[config.mk]
export PLATFORM = sky130hd
export DESIGN_NAME = reg_ac_alu
export DESIGN_NICKNAME = d
export VERILOG_FILES = /design/src/rtl/mano_pkg.sv /design/src/rtl/mano_decode.sv /design/src/rtl/reg_ac_alu.sv
export SDC_FILE = /design/constraint.sdc
export NUM_CORES = 1
export LEC_CHECK = 0
export ABC_AREA = 1
export CAP_MARGIN = 15
export CORE_MARGIN = 2
export CORE_UTILIZATION = 40
export DETAILED_ROUTE_END_ITERATION = 10
export MAX_ROUTING_LAYER = met4
export SLEW_MARGIN = 5
export SYNTH_ARGS = -nofsm -noshare
export SYNTH_HDL_FRONTEND = slang
export SYNTH_SLANG_ARGS = --single-unit
[constraint.sdc]
create_clock -name CLK -period 2.5 [get_ports CLK]
set_input_delay 0.625 -clock CLK [delete_from_list [all_inputs] [get_ports CLK]]
set_output_delay 0.625 -clock CLK [all_outputs]
set_load 0.1 [all_outputs]
[src/rtl/mano_pkg.sv]
// Shared constants for the Mano basic computer datapath: opcode indices,
// register-reference bit positions and the sequence-counter steps that execute them.
package mano_pkg;

  localparam int unsigned OP_AND = 0;
  localparam int unsigned OP_ADD = 1;
  localparam int unsigned OP_LDA = 2;
  localparam int unsigned OP_STA = 3;
  localparam int unsigned OP_BUN = 4;
  localparam int unsigned OP_BSA = 5;
  localparam int unsigned OP_ISZ = 6;
  localparam int unsigned OP_REG = 7;

  localparam int unsigned RR_CLA = 11;
  localparam int unsigned RR_CLE = 10;
  localparam int unsigned RR_CMA = 9;
  localparam int unsigned RR_CME = 8;
  localparam int unsigned RR_CIR = 7;
  localparam int unsigned RR_CIL = 6;
  localparam int unsigned RR_INC = 5;
  localparam int unsigned RR_SPA = 4;
  localparam int unsigned RR_SNA = 3;
  localparam int unsigned RR_SZA = 2;
  localparam int unsigned RR_SZE = 1;
  localparam int unsigned RR_HLT = 0;

  localparam logic [2:0] T_EXEC_REG = 3'd3;
  localparam logic [2:0] T_EXEC_MEM = 3'd5;

endpackage

[src/rtl/mano_decode.sv]
// 3-to-8 one-hot decoder, shared by the register blocks for opcode (D) and
// sequence-counter (T) decoding.
module mano_decode (
  input  logic [2:0] i_sel,
  output logic [7:0] o_onehot
);

  always_comb begin
    o_onehot = 8'b0000_0001 << i_sel;
  end

endmodule

[src/rtl/reg_ac_alu.sv]
// Accumulator, E flip-flop and ALU of the Mano basic computer. Executes
// AND/ADD/LDA at T5 and register-reference instructions at T3; drives SKIP and HALT.
module reg_ac_alu
  import mano_pkg::*;
#(
  parameter logic [15:0] AC_INIT = 16'h0000,
  parameter logic        E_INIT  = 1'b0
) (
  input  logic        CLK,
  input  logic        RST,
  input  logic [15:0] IN_IR,
  input  logic [15:0] IN_DR,
  input  logic [2:0]  t,
  output logic [15:0] Q_AC,
  output logic        Q_E,
  output logic        SKIP,
  output logic        HALT
);

  logic [15:0] r_ac;
  logic        r_e;
  logic        r_halt;

  logic [7:0]  w_d;
  logic [7:0]  w_t;
  logic [11:0] w_b;
  logic        w_r;
  logic        w_rr_legal;
  logic        w_exec_rr;
  logic        w_exec_mem;
  logic        w_skip_cond;
  logic [15:0] w_ac_nxt;
  logic        w_e_nxt;
  logic        w_halt_nxt;
  logic        w_unused;

  mano_decode u_dec_op (
    .i_sel    (IN_IR[14:12]),
    .o_onehot (w_d)
  );

  mano_decode u_dec_t (
    .i_sel    (t),
    .o_onehot (w_t)
  );

  // Opcodes and T steps owned by other register blocks are intentionally ignored here.
  assign w_unused = &{1'b0, w_d[6:3], w_t[7:6], w_t[4], w_t[2:0]};

  assign w_b        = IN_IR[11:0];
  assign w_r        = w_d[OP_REG] & ~IN_IR[15] & w_t[T_EXEC_REG];
  assign w_rr_legal = (w_b != 12'd0) && ((w_b & (w_b - 12'd1)) == 12'd0);
  assign w_exec_rr  = w_r & w_rr_legal & ~r_halt;
  assign w_exec_mem = w_t[T_EXEC_MEM] & ~r_halt;

  assign w_skip_cond = (w_b[RR_SPA] & ~r_ac[15])
                     | (w_b[RR_SNA] &  r_ac[15])
                     | (w_b[RR_SZA] & (r_ac == 16'd0))
                     | (w_b[RR_SZE] & ~r_e);

  assign SKIP = ~RST & w_exec_rr & w_skip_cond;

  // NOTE: every output of this block gets its hold value first, so a path that
  // assigns nothing keeps the register value instead of inferring a latch.
  always_comb begin
    w_ac_nxt   = r_ac;
    w_e_nxt    = r_e;
    w_halt_nxt = r_halt;
    if (w_exec_mem) begin
      if (w_d[OP_AND])      w_ac_nxt = r_ac & IN_DR;
      else if (w_d[OP_ADD]) {w_e_nxt, w_ac_nxt} = {1'b0, r_ac} + {1'b0, IN_DR};
      else if (w_d[OP_LDA]) w_ac_nxt = IN_DR;
    end else if (w_exec_rr) begin
      // Legality guarantees exactly one bit of w_b is set here.
      case (1'b1)
        w_b[RR_CLA]: w_ac_nxt = 16'd0;
        w_b[RR_CLE]: w_e_nxt  = 1'b0;
        w_b[RR_CMA]: w_ac_nxt = ~r_ac;
        w_b[RR_CME]: w_e_nxt  = ~r_e;
        w_b[RR_CIR]: begin
          w_ac_nxt = {r_e, r_ac[15:1]};
          w_e_nxt  = r_ac[0];
        end
        w_b[RR_CIL]: begin
          w_ac_nxt = {r_ac[14:0], r_e};
          w_e_nxt  = r_ac[15];
        end
        w_b[RR_INC]: w_ac_nxt = r_ac + 16'd1;
        w_b[RR_HLT]: w_halt_nxt = 1'b1;
        default: ;
      endcase
    end
  end

  // NOTE: state registers use non-blocking assignments so every flop samples
  // pre-edge values regardless of statement order.
  always_ff @(posedge CLK) begin
    if (RST) begin
      r_ac   <= AC_INIT;
      r_e    <= E_INIT;
      r_halt <= 1'b0;
    end else begin
      r_ac   <= w_ac_nxt;
      r_e    <= w_e_nxt;
      r_halt <= w_halt_nxt;
    end
  end

  assign Q_AC = r_ac;
  assign Q_E  = r_e;
  assign HALT = r_halt;

endmodule
Word level (Yosys, flattened, before mapping)
Index checks and enable logic that the tools add are counted.
{"block": "op_classes", "add_sub_neg": 3, "eq_ne": 7, "shift": 2, "mux": 22, "bitwise": 30, "n_reduce_logical": 10}
{"operator": "16-bit two-way mux", "count": 12}
{"operator": "16-bit by 16-bit adder with 17-bit output", "count": 1}
{"operator": "16-bit by 1-bit adder with 16-bit output (second input constant)", "count": 1}
{"operator": "16-bit bitwise AND", "count": 1}
{"operator": "16-bit zero test", "count": 1}
{"operator": "16-bit NOT", "count": 1}
{"operator": "1-bit NOT", "count": 13}
{"operator": "12-bit bitwise AND", "count": 1}
{"operator": "12-bit zero test", "count": 1}
{"operator": "12-bit nonzero test", "count": 1}
{"operator": "12-bit by 1-bit subtractor with 12-bit output (second input constant)", "count": 1}
{"operator": "1-bit bitwise AND", "count": 11}
{"operator": "1-bit two-way mux", "count": 10}
{"operator": "10-bit AND reduction", "count": 1}
{"operator": "4-bit by 1-bit inequality test with 1-bit output (second input constant)", "count": 2}
{"operator": "1-bit by 3-bit << shifter with 8-bit output (first input constant)", "count": 1}
{"operator": "3-bit by 1-bit inequality test with 1-bit output (second input constant)", "count": 2}
{"operator": "6-bit AND reduction", "count": 1}
{"operator": "6-bit nonzero test", "count": 1}
{"operator": "1-bit by 3-bit << shifter with 6-bit output (first input constant)", "count": 1}
{"operator": "5-bit AND reduction", "count": 1}
{"operator": "5-bit nonzero test", "count": 1}
{"operator": "2-bit by 1-bit inequality test with 1-bit output (second input constant)", "count": 2}
{"operator": "1-bit OR", "count": 3}
{"operator": "3 further kinds", "count": 3}
{"block": "totals", "regBits": 18, "elab_cells": 77}

Logic depth before layout (Yosys ltp)
Gate-level depths: netlist of the first run.
{"block": "depth", "word_depth": 10, "ltp_mapped": 16, "mapped_depth_nobuf": 16}

By module
From an unflattened synthesis of the first run, not the netlist that was laid out.
{"block": "unflattened", "hier_cells": 665, "area_unflattened_um2": 3430.8}
{"mod": "reg_ac_alu", "n_inst": 1, "cells_each": 635, "area_per_inst_um2": 3318.2, "seq_area_each_um2": 360.3}
{"mod": "mano_decode", "n_inst": 2, "cells_each": 15, "area_per_inst_um2": 56.3, "seq_area_each_um2": 0.0}

Worst setup path before layout of the first run
Ideal clock, no wire load.
{"block": "synth_timing", "kind": "reg2out", "startpoint": "reg r_ac[1], in the netlist Q_AC[1]", "endpoint": "out SKIP", "arrival_time_ns": 3.731, "slack_ns": -1.856, "stages_incl_launch_ff": 7, "path_buffers": 0, "path_cell_list": "dfxtp_1 > inv_1 > ha_1 > nand4_1 > nor4_1 > o21ai_0 > a211oi_1"}
{"block": "synth_via", "elab_chain_cells": 5}
{"element": "from (decl)", "line_no": "reg_ac_alu.sv:20", "text": "logic [15:0] r_ac;"}
{"element": "from (signal assigned)", "line_no": "reg_ac_alu.sv:103", "text": "r_ac <= w_ac_nxt;"}
{"element": "16-bit zero test", "line_no": "reg_ac_alu.sv:58", "text": "| (w_b[RR_SZA] & (r_ac == 16'd0))"}
{"element": "1-bit bitwise AND", "line_no": "reg_ac_alu.sv:58"}
{"element": "1-bit OR", "line_no": "reg_ac_alu.sv:58"}
{"element": "1-bit OR", "line_no": "reg_ac_alu.sv:59", "text": "| (w_b[RR_SZE] & ~r_e);"}
{"element": "1-bit bitwise AND", "line_no": "reg_ac_alu.sv:61", "text": "assign SKIP = ~RST & w_exec_rr & w_skip_cond;"}
{"element": "to (decl)", "line_no": "reg_ac_alu.sv:16", "text": "output logic SKIP,"}
No other way between the ends.

Final worst setup path of the first run
Ends and elaborated chain as after synthesis.

==> results of run 1 <==
-- flip-flops by register name, summed over array words and instances (netlist names) --
name  count
Q_AC     16
Q_E       1
HALT      1
-- cell usage in the layout (no fill, tap or decap), drive strengths merged, types with 2 or more instances in the layout --
cell type      Yosys  layout
a211oi             2       2
a21oi             33      33
a221oi             4       4
a22o               2       2
a31oi              5       5
buf                7     122
clkbuf             9       4
clkdlybuf4s15      0       4
clkdlybuf4s50      0      16
dfxtp             18      18
ha                18      18
inv               92      92
nand2            209     210
nand3             51      51
nand3b             2       2
nand4             10      10
nor2              94      94
nor3               5       5
o211ai             5       5
o21ai             59      59
o21bai             2       2
o221ai             2       2
o22ai              2       2
or2                2       2
xnor2              3       3
xor2               2       2
-- final timing paths --
path                            cells after the start  slack [ns]  endpoint    start
worst min register to register                      2        0.50       Q_E      Q_E
worst min-delay path                                2        0.50       Q_E      Q_E
worst max register to register                     14        0.30   Q_AC[6]  Q_AC[0]
worst max-delay path                                7       -0.05      SKIP  Q_AC[1]
-- report_power, final --
group	internal [mW]	total [mW]	switching [mW]
combinational	0.305	0.768	0.463
sequential	0.301	0.321	0.0199
clock	0.140	0.245	0.105
-- synth_stat cells (2+ instances only) --
cell	n	area share [%]
nand2_1	204	23
nor2_1	92	10
inv_1	88	9.9
o21ai_0	54	8.1
nand3_1	49	7.4
a21oi_1	32	4.8
dfxtp_1	18	11
ha_1	18	6.8
nand4_1	10	1.9
clkbuf_1	9	1.0
buf_2	6	0.90
a31oi_1	5	0.94
nor3_1	5	0.75
o211ai_1	5	1.1
o21ai_1	5	0.75
a221oi_1	4	1.1
nand2_4	4	1.4
inv_2	3	0.34
xnor2_1	3	0.79
a211oi_1	2	0.45
a22o_1	2	0.53
nand3_2	2	0.60
nand3b_1	2	0.45
nor2_2	2	0.38
o21bai_1	2	0.45
o221ai_1	2	0.53
o22ai_1	2	0.38
xor2_1	2	0.53
-- critical path: stages (launching register included) --
cell      delay (ns)
dfxtp_4         0.38
inv_4           0.06
ha_4            0.12
nand4_1         0.15
nor4_4          0.34
o21ai_2         0.13
a211oi_4        0.28
buf_12          0.21
-- layout make-up --
cell class              instances  share of cell area, %
multi-input cells             521                   56.4
well taps                     105                   2.74
flip-flops and latches         18                   8.01
inverters                      93                   7.54
repair buffers                144                   24.2
clock buffers                   4                   1.15
-- per-layer routing --
| layer | wire [um] | part of all wire [%] | track usage (%) |
|---|---|---|---|
| met1 | 5850 | 45 | 36.7 |
| met2 | 6370 | 49 | 50.6 |
| met3 | 770 | 5.9 | 3.08 |
| met4 | 58 | 0.44 | 2.66 |
| met5 | 0 | 0 | - |
-- through the flow --
step / worst slack (ns) / power [mW] / hold slack [ns] / TNS [ns]
2_1_floorplan: -0.299 / 0.747 / 0.654 / -0.299
3_5_place_dp: -0.557 / 1.03 / 0.496 / -4.18
3_3_place_gp: -0.550 / 1.03 / 0.487 / -3.84
6_report: -0.0460 / 1.33 / 0.502 / -0.0460
5_1_grt: -0.0863 / 1.42 / 0.527 / -0.0961
4_1_cts: -0.0395 / 1.29 / 0.507 / -0.0395
-- repair_timing --
item,4_1_cts,5_1_grt
hold buffers,0,0
gates resized for setup,93,32
setup buffers,10,7
pin swaps,22,18
endpoints found under the hold margin,0,0
endpoints found under the setup margin,8,16
gates cloned,0,1
-- cells by family after synthesis --
group           count (synthesis)
compound gates                120
xor+xnor                        5
fa+ha+maj                      19
buf+inv                       109
flops                          18
simple gates                  376
==> impl_metrics.toml, run 1 <==
[status]
status = "complete, but fails checks"
violations = "setup timing"

[global_route]
grt_pass1_wl_mm = 19.8
gr-total-overflow = 0
antenna_found_initial = 0
grt_max_degree = 28
grt_pass1_vias = 4125
track_usage_pct = 28.7

[worst_setup_path]
crit_fanout = 6
critical_path_class = "reg -> out"
endpoint_kind = "primary output"
required_ns = 1.88
start_kind = "register"
cp.arrival_ns = 1.92

[sta]
max_freq_mhz = 393
slew_headroom_pct = 65.7
min_period_ns = 2.55
tightestPinTransition_ns = 0.511
hold_violations = 0
rsz0062_at_grt = "yes"
fin_ws_ns = -0.0460
setup_violations = 1
finalCritPeriodShare_pct = 102
finClkSkew_ns = 0.00141
slew_violations = 0

[yosys]
synthAdderAreaFrac_pct = 7.36
seq_area_frac_synth_pct = 10.8
ys.flop_type = "dfxtp_1"
synth_cell_types = 43
synth_edf_count = 0
synth_compound_area_share_pct = 20.4
synth_area_per_cell_um2 = 5.15
ys_ff_latch = 18
synthCells = 647
syn_nets = 703
synthSimpleGateAreaFrac_pct = 47.3
synth.cell_area_mm2 = 0.00333
synth_xor_area_share_pct = 1.31
synth_mux_area_share_pct = 0
synth-async-reset-ratio_pct = 0
yosys_warnings = 0
synth_top_family_by_area = "simple AND/OR/NAND/NOR gates"

[routing]
drtIter0Drc = 238
wirelength_mm = 13.0
drc = 0
dr.pass1.iters = 5
antenna_left = 0
wl_per_cell_um = 14.7
vias = 4732
via_per_inst = 5.35

[die]
dieHeight_um = 95.3
die_w_um = 95.3
fp-row-count = 33
ios = 56
die_area_mm2 = 0.00907
initial_core_util_pct = 40.9
coreArea_mm2 = 0.00813

[clock_network]
clkSlewWorstSetupHoldPaths_ns = 0.07
cts_tree = "yes"
clkSinkCount = 18
cts-buffers-inserted = 3
clock_path_buffers = 2
cts_root_buf = "clkbuf_8"
cts-htree-levels = 1
clk_latency_ns = 0.26

[placement]
port_buffers = 55
post-dp-hpwl_mm = 10.2
placed_cell_area_mm2 = 0.00450
gp_congestion = 0.941
dp_cells = 863

[final_layout]
n_antenna_cell = 0
final_util_pct = 59.0
multi_input_area_mm2 = 0.00270
final_net_count = 837
synthToLayoutAreaGrowth_pct = 44.0
register_area_um2 = 384
drive_gt1_share_pct = 25.4
layoutNonFillerInstCount = 885
fillers = 848
final_cell_area_mm2 = 0.00480

[min_path]
min_path_type = "reg -> reg"

[power]
max-vdd-ir-drop_mv = 0.223
power.density_mw_per_mm2 = 278
power_leakage_nw = 2.49

[flow_run]
cap_violations = 0
Note: power is estimated with default switching activity, not from simulation.
==> run 2, diff against run 1 <==
- GPL_TIMING_DRIVEN: default -> 0
==> run 2 against run 1 <==
  * The flow still finishes with violations (setup timing)
  * Critical path depth increased by 4
  * Via count fell by 4.9%
  * Sequential cell count unchanged
  * Die area is the same
  * Fmax up 1.1%
  * Hold slack got worse by 0.0073 ns
  * Power fell by 8.7%
  * Critical endpoint unchanged
==> impl_metrics.toml, run 2 (synthesis gave the netlist of run 1 again) <==
[status]
status = "complete, but fails checks"
violations = "setup timing"

[placement]
placed_cell_area_mm2 = 0.00406
dp_cells = 806
port_buffers = 54
post-dp-hpwl_mm = 9.91
gp_congestion = 0.927
dpl_worst_slack_ns = -1.56

[flow_run]
cap_violations = 0

[clock_network]
clock_path_buffers = 2
clk_latency_ns = 0.26
cts_tree = "yes"
cts-htree-levels = 1
cts-buffers-inserted = 3
clkSinkCount = 18
clkSlewWorstSetupHoldPaths_ns = 0.06
cts_root_buf = "clkbuf_8"

[final_layout]
layout_commonest_cell = "nand2_1"
synthToLayoutAreaGrowth_pct = 34.5
n_antenna_cell = 0
final_net_count = 784
layout_common_cells = "198 x nand2_1, 82 x nor2_1, 78 x inv_1"
drive_gt1_share_pct = 17.5
largest_reg_flops = 16
layoutNonFillerInstCount = 832
final_util_pct = 55.1
final_cell_area_mm2 = 0.00448

[sta]
fin_ws_ns = -0.0174
finClkSkew_ns = 0.00794
hold_violations = 0
min_period_ns = 2.52
slew_headroom_pct = 35.1
max_freq_mhz = 397
finalCritPeriodShare_pct = 101
tightestPinTransition_ns = 0.971
hold-worst-slack_ns = 0.495
fin_tns_setup_ns = -0.0174
slew_violations = 0
setup_violations = 1
rsz0062_at_grt = "yes"

[worst_setup_path]
required_ns = 1.88
crit_fanout = 5
endpoint_kind = "primary output"
cp.arrival_ns = 1.89
start_kind = "input pin"
critical_path_class = "in -> out"
r2r_start = "Q_AC[0]"
crit_path_start = "IN_IR[3]"

[die]
die_w_um = 95.3
die_area_mm2 = 0.00907
fp-row-count = 33
coreArea_mm2 = 0.00813
initial_core_util_pct = 40.9
dieHeight_um = 95.3
ios = 56

[global_route]
antenna_found_initial = 0
grt_pass1_wl_mm = 19.6
gr-total-overflow = 0
grt_max_degree = 13
track_usage_pct = 28.1
grt_pass1_vias = 4079

[min_path]
worstHoldStart = "Q_E"
min_path_type = "reg -> reg"

[routing]
drc = 0
antenna_left = 0
wirelength_mm = 12.4
wl_per_cell_um = 14.9
via_per_inst = 5.41
dr.pass1.iters = 5
drtIter0Drc = 281
vias = 4502

[power]
power.density_mw_per_mm2 = 272
max-vdd-ir-drop_mv = 0.183
power_leakage_nw = 2.34
power_mw = 1.22
## run 2: worst max-delay path, stage by stage
cell      delay (ns)
buf_2           0.13
nor2_2          0.14
nand2_1         0.07
nor2_2          0.11
nand2_1         0.06
nand2_1         0.05
nand2_1         0.06
nor2_2          0.14
nand3_4         0.09
a211oi_4        0.21
buf_12          0.21
## run 2: layout make-up
type | count | area, um^2
flip-flops and latches | 18 | 387
plain buffers | 15 | 82.6
multi-input cells | 520 | 2780
fillers | 889 | 3650
repair buffers | 77 | 688
inverters | 93 | 367
well taps | 105 | 131
clock buffers | 4 | 45.0
## run 2: power breakdown
group	leakage (nW)	internal, mW	switching [mW]	total (mW)
clock network	0.0228	0.113	0.0955	0.209
logic	2.17	0.241	0.436	0.677
registers	0.155	0.301	0.0309	0.332
## run 2: final timing paths
kind              slack (ns)       end  cells past startpoint
hold reg to reg         0.49       Q_E                      2
setup / recovery       -0.02      SKIP                     11
hold / removal          0.49       Q_E                      2
setup reg to reg        0.35  Q_AC[14]                     14
## run 2: routing by layer
| metal | share of wire, % | global-route usage [%] |
|---|---|---|
| met4 | 0.55 | 2.17 |
| met2 | 47 | 47.0 |
| met3 | 8.3 | 3.00 |
| met1 | 44 | 38.2 |
| met5 | 0 | - |
## run 2: timing repair
action                                  CTS  global route
endpoints found under the setup margin   17            26
setup buffers                            12            11
resized for setup                       115            50
hold buffers                              0             0
pin swaps                                26            18
